--- config.mk ---
export PLATFORM = sky130hd
export DESIGN_NAME = xctcmsg_piton_receiver
export DESIGN_NICKNAME = d
export VERILOG_FILES = /design/src/rtl/xctcmsg_piton_pkg.sv /design/src/rtl/xctcmsg_piton_receiver.sv
export SDC_FILE = /design/constraint.sdc
export NUM_CORES = 1
export LEC_CHECK = 0
export BUFFER_PORTS_ARGS = -buffer_cell sky130_fd_sc_hd__buf_2
export CORE_MARGIN = 3
export CORE_UTILIZATION = 35
export CTS_BUF_LIST = sky130_fd_sc_hd__clkbuf_8 sky130_fd_sc_hd__clkbuf_16
export DETAILED_ROUTE_END_ITERATION = 12
export GPL_TIMING_DRIVEN = 0
export SETUP_SLACK_MARGIN = 0.4
export SLEW_MARGIN = 20
export SYNTH_ARGS = -nofsm -noshare
export SYNTH_HDL_FRONTEND = slang
export SYNTH_SLANG_ARGS = --single-unit
export TNS_END_PERCENT = 1
--- constraint.sdc ---
create_clock -name clk_i -period 4.7 [get_ports clk_i]
set_input_delay 0.94 -clock clk_i [delete_from_list [all_inputs] [get_ports clk_i]]
set_output_delay 0.94 -clock clk_i [all_outputs]
set_load 0.05 [all_outputs]
--- src/rtl/xctcmsg_piton_pkg.sv ---
// Shared types for the OpenPiton NoC message receiver: header/payload layouts,
// width constants and the receiver FSM state encoding.
package xctcmsg_piton_pkg;

  localparam int NOC_HEADER_WIDTH       = 64;
  localparam int NOC_PAYLOAD_WIDTH      = 128;
  localparam int NOC_MSG_PAYLOAD_LENGTH = 2;
  localparam int NOC_FLIT_WIDTH         = 64;
  localparam int NOC_MSG_DST_X_WIDTH    = 8;
  localparam int NOC_MSG_DST_Y_WIDTH    = 8;
  localparam int NOC_MSG_LENGTH_WIDTH   = 8;
  localparam int DROP_COUNT_WIDTH       = 8;

  typedef logic [31:0] message_addr_t;
  typedef logic [31:0] message_tag_t;
  typedef logic [63:0] message_data_t;

  // Header field order follows the OpenPiton flit layout, MSB first.
  typedef struct packed {
    logic [13:0]                         chipid;
    logic [NOC_MSG_DST_X_WIDTH-1:0]      dst_x;
    logic [NOC_MSG_DST_Y_WIDTH-1:0]      dst_y;
    logic [3:0]                          fbits;
    logic [NOC_MSG_LENGTH_WIDTH-1:0]     length;
    logic [7:0]                          msg_type;
    logic [7:0]                          mshr;
    logic [5:0]                          reserved;
  } noc_header_parts_t;

  typedef union packed {
    logic [NOC_HEADER_WIDTH-1:0] raw;
    noc_header_parts_t           parts;
  } openpiton_noc_header_t;

  typedef struct packed {
    message_data_t data;
    message_tag_t  tag;
    message_addr_t source;
  } noc_payload_parts_t;

  typedef union packed {
    logic [NOC_PAYLOAD_WIDTH-1:0] raw;
    noc_payload_parts_t           parts;
  } openpiton_noc_payload_t;

  typedef enum logic [2:0] {
    ST_HEADER  = 3'd0,
    ST_PAY0    = 3'd1,
    ST_PAY1    = 3'd2,
    ST_DELIVER = 3'd3,
    ST_DRAIN   = 3'd4
  } rx_state_e;

  // A header is ours only if it carries exactly one message payload and targets this tile.
  function automatic logic header_match(
    input openpiton_noc_header_t          hdr,
    input logic [NOC_MSG_DST_X_WIDTH-1:0] my_x,
    input logic [NOC_MSG_DST_Y_WIDTH-1:0] my_y
  );
    return (hdr.parts.length == NOC_MSG_LENGTH_WIDTH'(NOC_MSG_PAYLOAD_LENGTH)) &&
           (hdr.parts.dst_x == my_x) && (hdr.parts.dst_y == my_y);
  endfunction

endpackage

--- src/rtl/xctcmsg_piton_receiver.sv ---
// Receives OpenPiton NoC messages addressed to this tile, delivers the 2-flit
// payload over a valid/ready port and drains/counts anything else.
module xctcmsg_piton_receiver
  import xctcmsg_piton_pkg::*;
(
  input  logic                           clk_i,
  input  logic                           rst_ni,
  input  logic [NOC_MSG_DST_X_WIDTH-1:0] my_x_i,
  input  logic [NOC_MSG_DST_Y_WIDTH-1:0] my_y_i,
  input  logic                           noc_valid_i,
  input  logic [NOC_FLIT_WIDTH-1:0]      noc_data_i,
  output logic                           noc_ready_o,
  output logic                           msg_valid_o,
  input  logic                           msg_ready_i,
  output message_addr_t                  msg_source_o,
  output message_tag_t                   msg_tag_o,
  output message_data_t                  msg_data_o,
  output logic                           drop_o,
  output logic [DROP_COUNT_WIDTH-1:0]    drop_count_o
);

  rx_state_e                       state;
  logic [NOC_MSG_LENGTH_WIDTH-1:0] drain_cnt;
  openpiton_noc_payload_t          payload;
  openpiton_noc_header_t           hdr;
  logic                            flit_fire;

  assign hdr       = noc_data_i;
  assign flit_fire = noc_valid_i && noc_ready_o;

  // Handshake flags come straight from the state register, so neither depends
  // combinationally on the opposite side's valid/ready.
  assign noc_ready_o = (state != ST_DELIVER);
  assign msg_valid_o = (state == ST_DELIVER);

  assign msg_source_o = payload.parts.source;
  assign msg_tag_o    = payload.parts.tag;
  assign msg_data_o   = payload.parts.data;

  // NOTE: every register in this block uses <= so all updates see pre-edge values.
  always_ff @(posedge clk_i or negedge rst_ni) begin
    if (!rst_ni) begin
      state        <= ST_HEADER;
      drain_cnt    <= '0;
      // NOTE: the payload register is reset so the message outputs read zero after reset.
      payload      <= '0;
      drop_o       <= 1'b0;
      drop_count_o <= '0;
    end else begin
      drop_o <= 1'b0;
      unique case (state)
        ST_HEADER: begin
          if (flit_fire) begin
            if (header_match(hdr, my_x_i, my_y_i)) begin
              state <= ST_PAY0;
            end else begin
              drop_o <= 1'b1;
              if (drop_count_o != '1) drop_count_o <= drop_count_o + 8'd1;
              if (hdr.parts.length != '0) begin
                drain_cnt <= hdr.parts.length;
                state     <= ST_DRAIN;
              end
            end
          end
        end
        ST_PAY0: begin
          if (flit_fire) begin
            payload.raw[NOC_FLIT_WIDTH-1:0] <= noc_data_i;
            state                           <= ST_PAY1;
          end
        end
        ST_PAY1: begin
          if (flit_fire) begin
            payload.raw[NOC_PAYLOAD_WIDTH-1:NOC_FLIT_WIDTH] <= noc_data_i;
            state                                           <= ST_DELIVER;
          end
        end
        ST_DELIVER: begin
          if (msg_ready_i) state <= ST_HEADER;
        end
        ST_DRAIN: begin
          if (flit_fire) begin
            drain_cnt <= drain_cnt - 8'd1;
            if (drain_cnt == 8'd1) state <= ST_HEADER;
          end
        end
        default: state <= ST_HEADER;
      endcase
    end
  end

endmodule

Yosys cells after proc, flatten, opt, wreduce, memory -nomap -nowiden
Index checks and enable logic that the tools add are counted.
{"block": "word_totals", "regBits": 148, "latch_bits": 0, "ram_bits": 0, "rom_bits": 0, "output_inout_bits": 139, "elab_cells": 56, "mem_count": 0}
{"block": "classes", "add_sub_neg": 2, "multipliers": 0, "div_mod_pow": 0, "order_cmp": 0, "eq_ne": 19, "n_shift": 0, "n_mux": 17, "bitwise_logic": 1, "n_reduce_logical": 11}
{"cell": "8-bit two-way mux", "count": 4}
{"cell": "3-bit two-way mux", "count": 8}
{"cell": "8-bit equality test", "count": 2}
{"cell": "8-bit case mux with 2 select lines", "count": 1}
{"cell": "3-bit case mux with 5 select lines", "count": 1}
{"cell": "2-bit inequality test (second input constant)", "count": 7}
{"cell": "8-bit by 1-bit adder with 8-bit output (second input constant)", "count": 1}
{"cell": "8-bit by 1-bit equality test with 1-bit output (second input constant)", "count": 1}
{"cell": "8-bit by 2-bit equality test with 1-bit output (second input constant)", "count": 1}
{"cell": "8-bit inequality test (second input constant)", "count": 1}
{"cell": "8-bit nonzero test", "count": 1}
{"cell": "8-bit by 1-bit subtractor with 8-bit output (second input constant)", "count": 1}
{"cell": "7-bit AND reduction", "count": 1}
{"cell": "3-bit by 2-bit equality test with 1-bit output (second input constant)", "count": 2}
{"cell": "5-bit AND reduction", "count": 1}
{"cell": "2-bit AND reduction", "count": 2}
{"cell": "4-bit AND reduction", "count": 1}
{"cell": "3-bit by 1-bit equality test with 1-bit output (second input constant)", "count": 1}
{"cell": "3-bit equality test (second input constant)", "count": 1}
{"cell": "1-bit logical AND", "count": 3}
{"cell": "3-bit logical NOT", "count": 1}
{"cell": "1-bit two-way mux", "count": 3}
{"cell": "3-bit by 2-bit inequality test with 1-bit output (second input constant)", "count": 1}
{"cell": "3-bit inequality test (second input constant)", "count": 1}
{"cell": "3 further kinds", "count": 3}

Longest topological paths before layout
Gate-level depths: netlist (run 1).
{"block": "depth", "depth_word": 6, "ltp_mapped": 8, "ltp_nobuf": 8}

Least setup slack after synthesis (run 1)
OpenSTA, ideal clock, no wires.
{"block": "synth_timing", "path_kind": "register to output", "from": "reg state[2]", "to": "out msg_valid_o", "arrival_time_ps": 1607, "required_ps": 3760, "setup_slack_ps": 2153, "path_stages_with_launch": 4, "path_buffers": 1, "cell_sequence": "dfrtp_1 clkbuf_1 nand3b_1 inv_1"}
{"block": "synth_between", "elab_chain_len": 1}
{"element": "from (decl)", "line": "xctcmsg_piton_receiver.sv:22", "text": "rx_state_e state;"}
{"element": "from (signal assigned)", "line": "xctcmsg_piton_receiver.sv:43", "text": "state <= ST_HEADER;"}
{"element": "from (signal assigned)", "line": "xctcmsg_piton_receiver.sv:55", "text": "state <= ST_PAY0;"}
{"element": "from (signal assigned)", "line": "xctcmsg_piton_receiver.sv:61", "text": "state <= ST_DRAIN;"}
{"element": "3-bit by 2-bit equality test with 1-bit output", "line": "xctcmsg_piton_receiver.sv:34", "text": "assign msg_valid_o = (state == ST_DELIVER);"}
{"element": "to (decl)", "line": "xctcmsg_piton_receiver.sv:13", "text": "output logic msg_valid_o,"}
No other way between the ends.

Worst setup path after layout (run 1)
{"block": "layout_timing", "from": "reg state[2]", "to": "out noc_ready_o"}
{"block": "layout_between", "elab_chain_len": 1}
{"element": "3-bit by 2-bit inequality test with 1-bit output", "line": "xctcmsg_piton_receiver.sv:33", "text": "assign noc_ready_o = (state != ST_DELIVER);"}
{"element": "to (decl)", "line": "xctcmsg_piton_receiver.sv:12", "text": "output logic noc_ready_o,"}
No other way between the ends.

==> results.md, run 1 <==
* Vias in the first global route at 4582
* Pleak at 4.471 nW
* Synthesized cell area at 6062 µm²
* Most common cell after layout, fill and taps aside: buf_2
* Sink Count at 148
* DIE AREA at 18940 µm²
* Period utilisation layout at 54.19%
* Hold Path Class: input pin to asynchronous set/reset pin
* Power Density at 402.6 nW/µm²
* Pin count of the biggest net entering global routing at 76
* Count of final setup violators at 0
* Grt total ovfl at 0
* Final min period at 2547 ps
* Count of final max-slew check failures at 0
* Routed Antenna Nets at 0
* Sequential share of the synthesized area at 61.09%
* CP Launch Type: flop
* CP startpoint: state[2]$_DFFE_PN0P_
* Vias at 4341
* Max-cap violation count at 0
* Initial DRC Count at 177
* H-tree depth reported by CTS at 4
* Commonest cells after routing, fill and taps aside: 233 x buf_2, 148 x dfrtp_1, 130 x mux2_2
* Initial DRT Pass Iterations at 4
* Synth cell types at 33
* DIE WIDTH at 137.6 µm
* Routed WL at 15.46 mm
* Psw at 0.0009384 W
* Flops & latches, synth at 148
* Worst path bufs/invs at 2
* Syn Nets at 515
* Post-DP HPWL at 11.53 mm
* Slowest cell on the critical path: dfrtp_1
* Initial core utilization at 36.17%
* Crit end category: output port
* Vias per cell at 4.807
* Placer Congestion at 0.8287
* CTS resizes at 0
* Part of the power in registers at 43.5%
* # IOs at 223
* Yosys warns at 0
* Logic pwr share at 15.0%
* CP required at 3760 ps
* Post-Synthesis Cells at 428
* Crit path DAT at 1610 ps
* Worst Max-Slew Pin Slew at 674.9 ps
* Internal at 0.002314 W
* Reg2reg start: state[2]$_DFFE_PN0P_
* Cts bufs inserted at 17
* Top cell type by total area after synthesis: dfrtp_1
* Port Buf Inserts at 222
* Final hold vios at 0
* Post-CTS setup buffers at 0
* Pre-CTS setup slack at 1683 ps
* Syn Area/Cell at 14.16 µm²
* Clock power share at 41.6%
* Crit-path max cell delay at 370 ps
* CTS Hold Bufs at 0
* Number of antenna violations at the first check in global routing at 0
* RSZ-0062 raised after global routing: false
* Synth top area share at 61.09%
* Setup tns final at 0 ps
* CP cell instances: clkbuf_1 > nand3b_1 > buf_2
* Fin area at 8079 µm²
* Synth top area cells: dfrtp_1 61%, mux2_2 24%, xnor2_1 2.7%, nand2_1 1.1%, buf_2 0.99%
* First-pass GRT wire length at 24.22 mm
* Wire length per cell at 17.12 µm
* Fmax at 392.6 MHz
* Die height at 137.6 µm
* P&R area growth vs syn at 33.27%
* Share of cells above drive strength 1 at 58.71%
* Rel. slew slack at 55.01%
* Top cell family by delay on the critical path: buffers and inverters
* CTS tree: yes
* Clk buf depth at 2
* Sw frac at 28.85%
* CTS clk-pin slew, worst paths at 60 ps
* NumNets Final at 757
* ANT cells at 0
* VDD IR max at 235.3 µV
* Root Driver: clkbuf_16
* Row cnt at 47
* Clock Skew at 15.60 ps
* Maximum fanout along the worst path at 10
* Status: finished, final reports clean
* Total GRT Usage at 16.49%
* Setup ws final at 2153 ps
* Clock Latency Late Sink at 420 ps
* Residual DRC count at 0
* WS Path Type: flop to output port
* Placed standard-cell area at 7486 µm²
* Placeable Area at 16760 µm²
[cells by family (layout without fill, tap and decap cells)]
logic type               Yosys count  count (layout)  share of synthesized area (%)
AO/OA/AOI/OAI                     31              31                          3.240
XOR/XNOR                          22              22                          3.179
adder cells (fa/ha/maj)            3               3                         0.6193
buffers and inverters             24             279                          1.734
flip-flops                       148             148                          61.09
multiplexers                     130             130                          24.15
AND/OR/NAND/NOR                   70              70                          5.985
[worst paths after layout]
check / end / slack [ps] / depth (start not counted)
setup / recovery: noc_ready_o / 2150 / 3
hold / removal: payload[82]$_DFFE_PN0P_ / 480 / 1
setup reg to reg: payload[39]$_DFFE_PN0P_ / 2280 / 5
hold reg to reg: payload[92]$_DFFE_PN0P_ / 500 / 1
max in group asynchronous: payload[34]$_DFFE_PN0P_ / 3460 / 2
min in group clk_i: payload[92]$_DFFE_PN0P_ / 500 / 1
[area by class of cell]
cell class,count,area [µm²]
inverter,4,15.01
clock inverter,14,153.9
buffer,20,90.09
clock buffer,18,439.2
timing repair buffer,223,1149
tap,220,275.3
multi-input combinational,256,2253
sequential,148,3704
fill,1544,8681
[cells in the mapped netlist, drive strengths merged]
| master | number |
|---|---|
| a211o | 1 |
| a21boi | 1 |
| a21o | 1 |
| a21oi | 11 |
| and2 | 2 |
| and3 | 1 |
| buf | 12 |
| clkbuf | 8 |
| dfrtp | 148 |
| ha | 3 |
| inv | 4 |
| mux2 | 130 |
| nand2 | 18 |
| nand2b | 2 |
| nand3 | 6 |
| nand3b | 1 |
| nand4 | 6 |
| nor2 | 12 |
| nor3 | 11 |
| nor4 | 4 |
| nor4b | 2 |
| nor4bb | 1 |
| o21ai | 10 |
| o22ai | 2 |
| o2bb2ai | 4 |
| o311ai | 1 |
| or2 | 1 |
| or3 | 3 |
| xnor2 | 19 |
| xor2 | 3 |
[sequential cells by signal, indices dropped and copies added, names as in the netlist]
name and count:
state 3, payload 128, drain_cnt 8, drop_count_o 8, drop_o 1
[power by group through the flow]
stage	sequential (W)	combinational [W]	clock, W
after floorplan	0.00152	0.000224	0
after global placement	0.00143	0.000467	0
after detailed placement	0.00143	0.000487	0
after CTS	0.00141	0.000489	0.00139
after global routing	0.00142	0.000539	0.00145
final	0.00141	0.000487	0.00135
[metal layers]
metal / up-vias / share of wire, % / track usage [%]
met5: - / 0 / 0
met1: 2178 / 40 / 20.42
li1: 2003 / - / -
met4: 0 / 1.9 / 6.430
met2: 141 / 51 / 27.28
met3: 19 / 6.9 / 4.638
[through the flow]
| stage | cells | power (W) | hold slack [ps] | utilization [%] |
|---|---|---|---|---|
| floorplan | 428 | 0.001747 | 457.0 | - |
| global placement | 870 | 0.001898 | 477.5 | 44.44 |
| detailed placement | 871 | 0.001921 | 489.9 | 44.67 |
| CTS | 903 | 0.003296 | 495.5 | 48.20 |
| global route | 903 | 0.003411 | 515.6 | 48.20 |
| finish | 903 | 0.003253 | 476.8 | 48.20 |
[worst register-to-register path, cell delays in order, from the launching register on]
cell and delay (ps):
dfrtp_1 400, clkbuf_1 210, nor3_1 380, clkbuf_1 520, buf_2 420, mux2_2 380
Power figures use the tool's default switching activity.
==> run 2, diff against run 1 <==
==> constraint.sdc (replaced) <==
create_clock -name clk_i -period 2.65 [get_ports clk_i]
set_input_delay 0.53 -clock clk_i [delete_from_list [all_inputs] [get_ports clk_i]]
set_output_delay 0.53 -clock clk_i [all_outputs]
set_load 0.05 [all_outputs]
==> run 2 against run 1 <==
Cell area about the same. Register-to-register slack worse by 1900 ps. Combinational power rose by 77%. Largest cell class unchanged. Routed wire length increased by 0.34%.
==> results.md, run 2 (same netlist as run 1, synthesis figures left out) <==
* Status: finished, final reports clean
* Crit path DAT at 2560 ps (+950 ps)
* P&R area growth vs syn at 33.33% (about the same)
* First-pass GRT wire length at 24.22 mm (unchanged)
* Worst Max-Slew Pin Slew at 595.9 ps (-78.94 ps)
* Largest register FFs at 128 (unchanged)
* Pin count of the biggest net entering global routing at 76 (unchanged)
* Total GRT Usage at 16.49% (unchanged)
* Final hold vios at 0 (unchanged)
* Row cnt at 47 (unchanged)
* Vias per cell at 4.811 (about the same)
* DIE AREA at 18940 µm² (unchanged)
* Reg2reg start: state[1]$_DFFE_PN0P_
* Final min period at 2267 ps
* Residual DRC count at 0 (unchanged)
* Pre-CTS setup slack at 42.83 ps (-1640 ps)
* Port Buf Inserts at 222 (unchanged)
* VDD IR max at 417.6 µV (+78%)
* Root Driver: clkbuf_16
* Biggest regs: payload (128), drain_cnt (8), drop_count_o (8)
* NumNets Final at 757 (unchanged)
* Clock Latency Late Sink at 420 ps (about the same)
* Fmax at 441.1 MHz
* Hold WS at 67.18 ps (-409.6 ps)
* H-tree depth reported by CTS at 4 (unchanged)
* Count of final max-slew check failures at 0 (unchanged)
* Crit end category: flop
* Maximum fanout along the worst path at 8 (-2)
* Sink Count at 148 (unchanged)
* RSZ-0062 raised after global routing: true
* Initial DRT Pass Iterations at 5 (+1)
* Part of the power in registers at 43.5% (about the same)
* Cts bufs inserted at 17 (unchanged)
* Commonest cells after routing, fill and taps aside: 234 x buf_2, 148 x dfrtp_1, 130 x mux2_2
* Post-CTS setup buffers at 0 (unchanged)
* Routed WL at 15.51 mm (+0.34%)
* Psw at 0.001665 W (+77%)
* R2r setup slk at 380 ps (-1900 ps)
* Clk buf depth at 2 (unchanged)
* Most common cell after layout, fill and taps aside: buf_2
* Logic pwr share at 15.0% (about the same)
* CP Launch Type: flop
* Initial core utilization at 36.17% (unchanged)
* Clock power share at 41.6% (about the same)
* CTS clk-pin slew, worst paths at 60 ps (about the same)
* Max-cap violation count at 0 (unchanged)
* R2r worst-path depth at 5 (unchanged)
* Internal at 0.004104 W (+77%)
* Vias in the first global route at 4582 (unchanged)
* Period utilisation layout at 85.55%
* Setup tns final at 0 ps (unchanged)
* WS Path Type: flop to flop
* Sw frac at 28.86% (about the same)
* Placeable Area at 16760 µm² (unchanged)
* CP required at 2940 ps (-820 ps)
* Pleak at 4.482 nW (+0.24%)
* Grt total ovfl at 0 (unchanged)
* Clock Skew at 15.68 ps (+0.08150 ps)
* Initial DRC Count at 177 (unchanged)
* Number of antenna violations at the first check in global routing at 0 (unchanged)
* CTS tree: yes
* Endpoint of the worst register-to-register path: drop_count_o[1]$_DFFE_PN0P_
* Rel. slew slack at 60.27% (+5.3 points)
* Pwr Total at 0.005770 W (+77%)
* Post-DP HPWL at 11.53 mm (unchanged)
* Routed Antenna Nets at 0 (unchanged)
* # IOs at 223 (unchanged)
* Die height at 137.6 µm (unchanged)
* Setup ws final at 383.0 ps (-1770 ps)
* Count of final setup violators at 0 (unchanged)
* Biggest register: payload
* Placer Congestion at 0.8287 (unchanged)
* Vias at 4344 (+0.069%)
* Power Density at 713.9 nW/µm² (+77%)
* Share of cells above drive strength 1 at 59.15% (+0.44 points)
* ANT cells at 0 (unchanged)
* Hold Path Class: input pin to asynchronous set/reset pin
* Wire length per cell at 17.18 µm (+0.34%)
* DIE WIDTH at 137.6 µm (unchanged)
[run 2: timing repair]
action | CTS | global route
pin swaps | 0 | 0
resized for setup | 2 | 3
gates cloned | 0 | 0
hold buffers | 0 | 0
setup endpoints to repair | 110 | 120
endpoints found under the hold margin | 0 | 0
[run 2: power by group through the flow]
stage,clock network [W],logic [W],registers [W]
after CTS,0.00247,0.000867,0.00250
after global routing,0.00257,0.000956,0.00252
after global placement,0,0.000829,0.00254
after detailed placement,0,0.000864,0.00254
final,0.00240,0.000864,0.00251
after floorplan,0,0.000397,0.00270
[run 2: metrics by stage]
step / utilization (%) / cell area, µm² / instances
after floorplan: - / 6062 / 428
after global placement: 44.44 / 7448 / 870
after detailed placement: 44.67 / 7486 / 871
after CTS: 48.22 / 8082 / 903
after global routing: 48.23 / 8083 / 903
final: 48.23 / 8083 / 903
[run 2: how the worst max path moves through the flow]
stage / from / cells after the start / to
2_1_floorplan: state[2]$_DFFE_PN0P_ / 3 / msg_valid_o
3_3_place_gp: rst_ni / 1 / payload[51]$_DFFE_PN0P_
3_5_place_dp: noc_valid_i / 6 / payload[37]$_DFFE_PN0P_
4_1_cts: state[2]$_DFFE_PN0P_ / 5 / payload[37]$_DFFE_PN0P_
5_1_grt: state[0]$_DFFE_PN0P_ / 6 / drop_count_o[1]$_DFFE_PN0P_
6_report: state[1]$_DFFE_PN0P_ / 5 / drop_count_o[1]$_DFFE_PN0P_
[run 2: final cells by class]
type	count	area, µm²
timing repair buffer	223	1149
buffer	20	93.84
clock inverter	14	153.9
sequential	148	3704
multi-input combinational	256	2253
inverter	4	15.01
tap	220	275.3
clock buffer	18	439.2
fill	1541	8677
[run 2: layer usage]
layer,vias to the layer above,share of wire (%),global-route usage (%)
met1,2176,40,20.42
li1,2004,-,-
met4,0,2.2,6.430
met2,143,51,27.28
met3,21,6.7,4.638
met5,-,0,0
[run 2: worst max-delay path: stages, from the launching register on]
cell	delay, ps
dfrtp_1	460
nor3_1	460
nand2_1	130
or2_2	320
a21oi_1	390
mux2_2	390
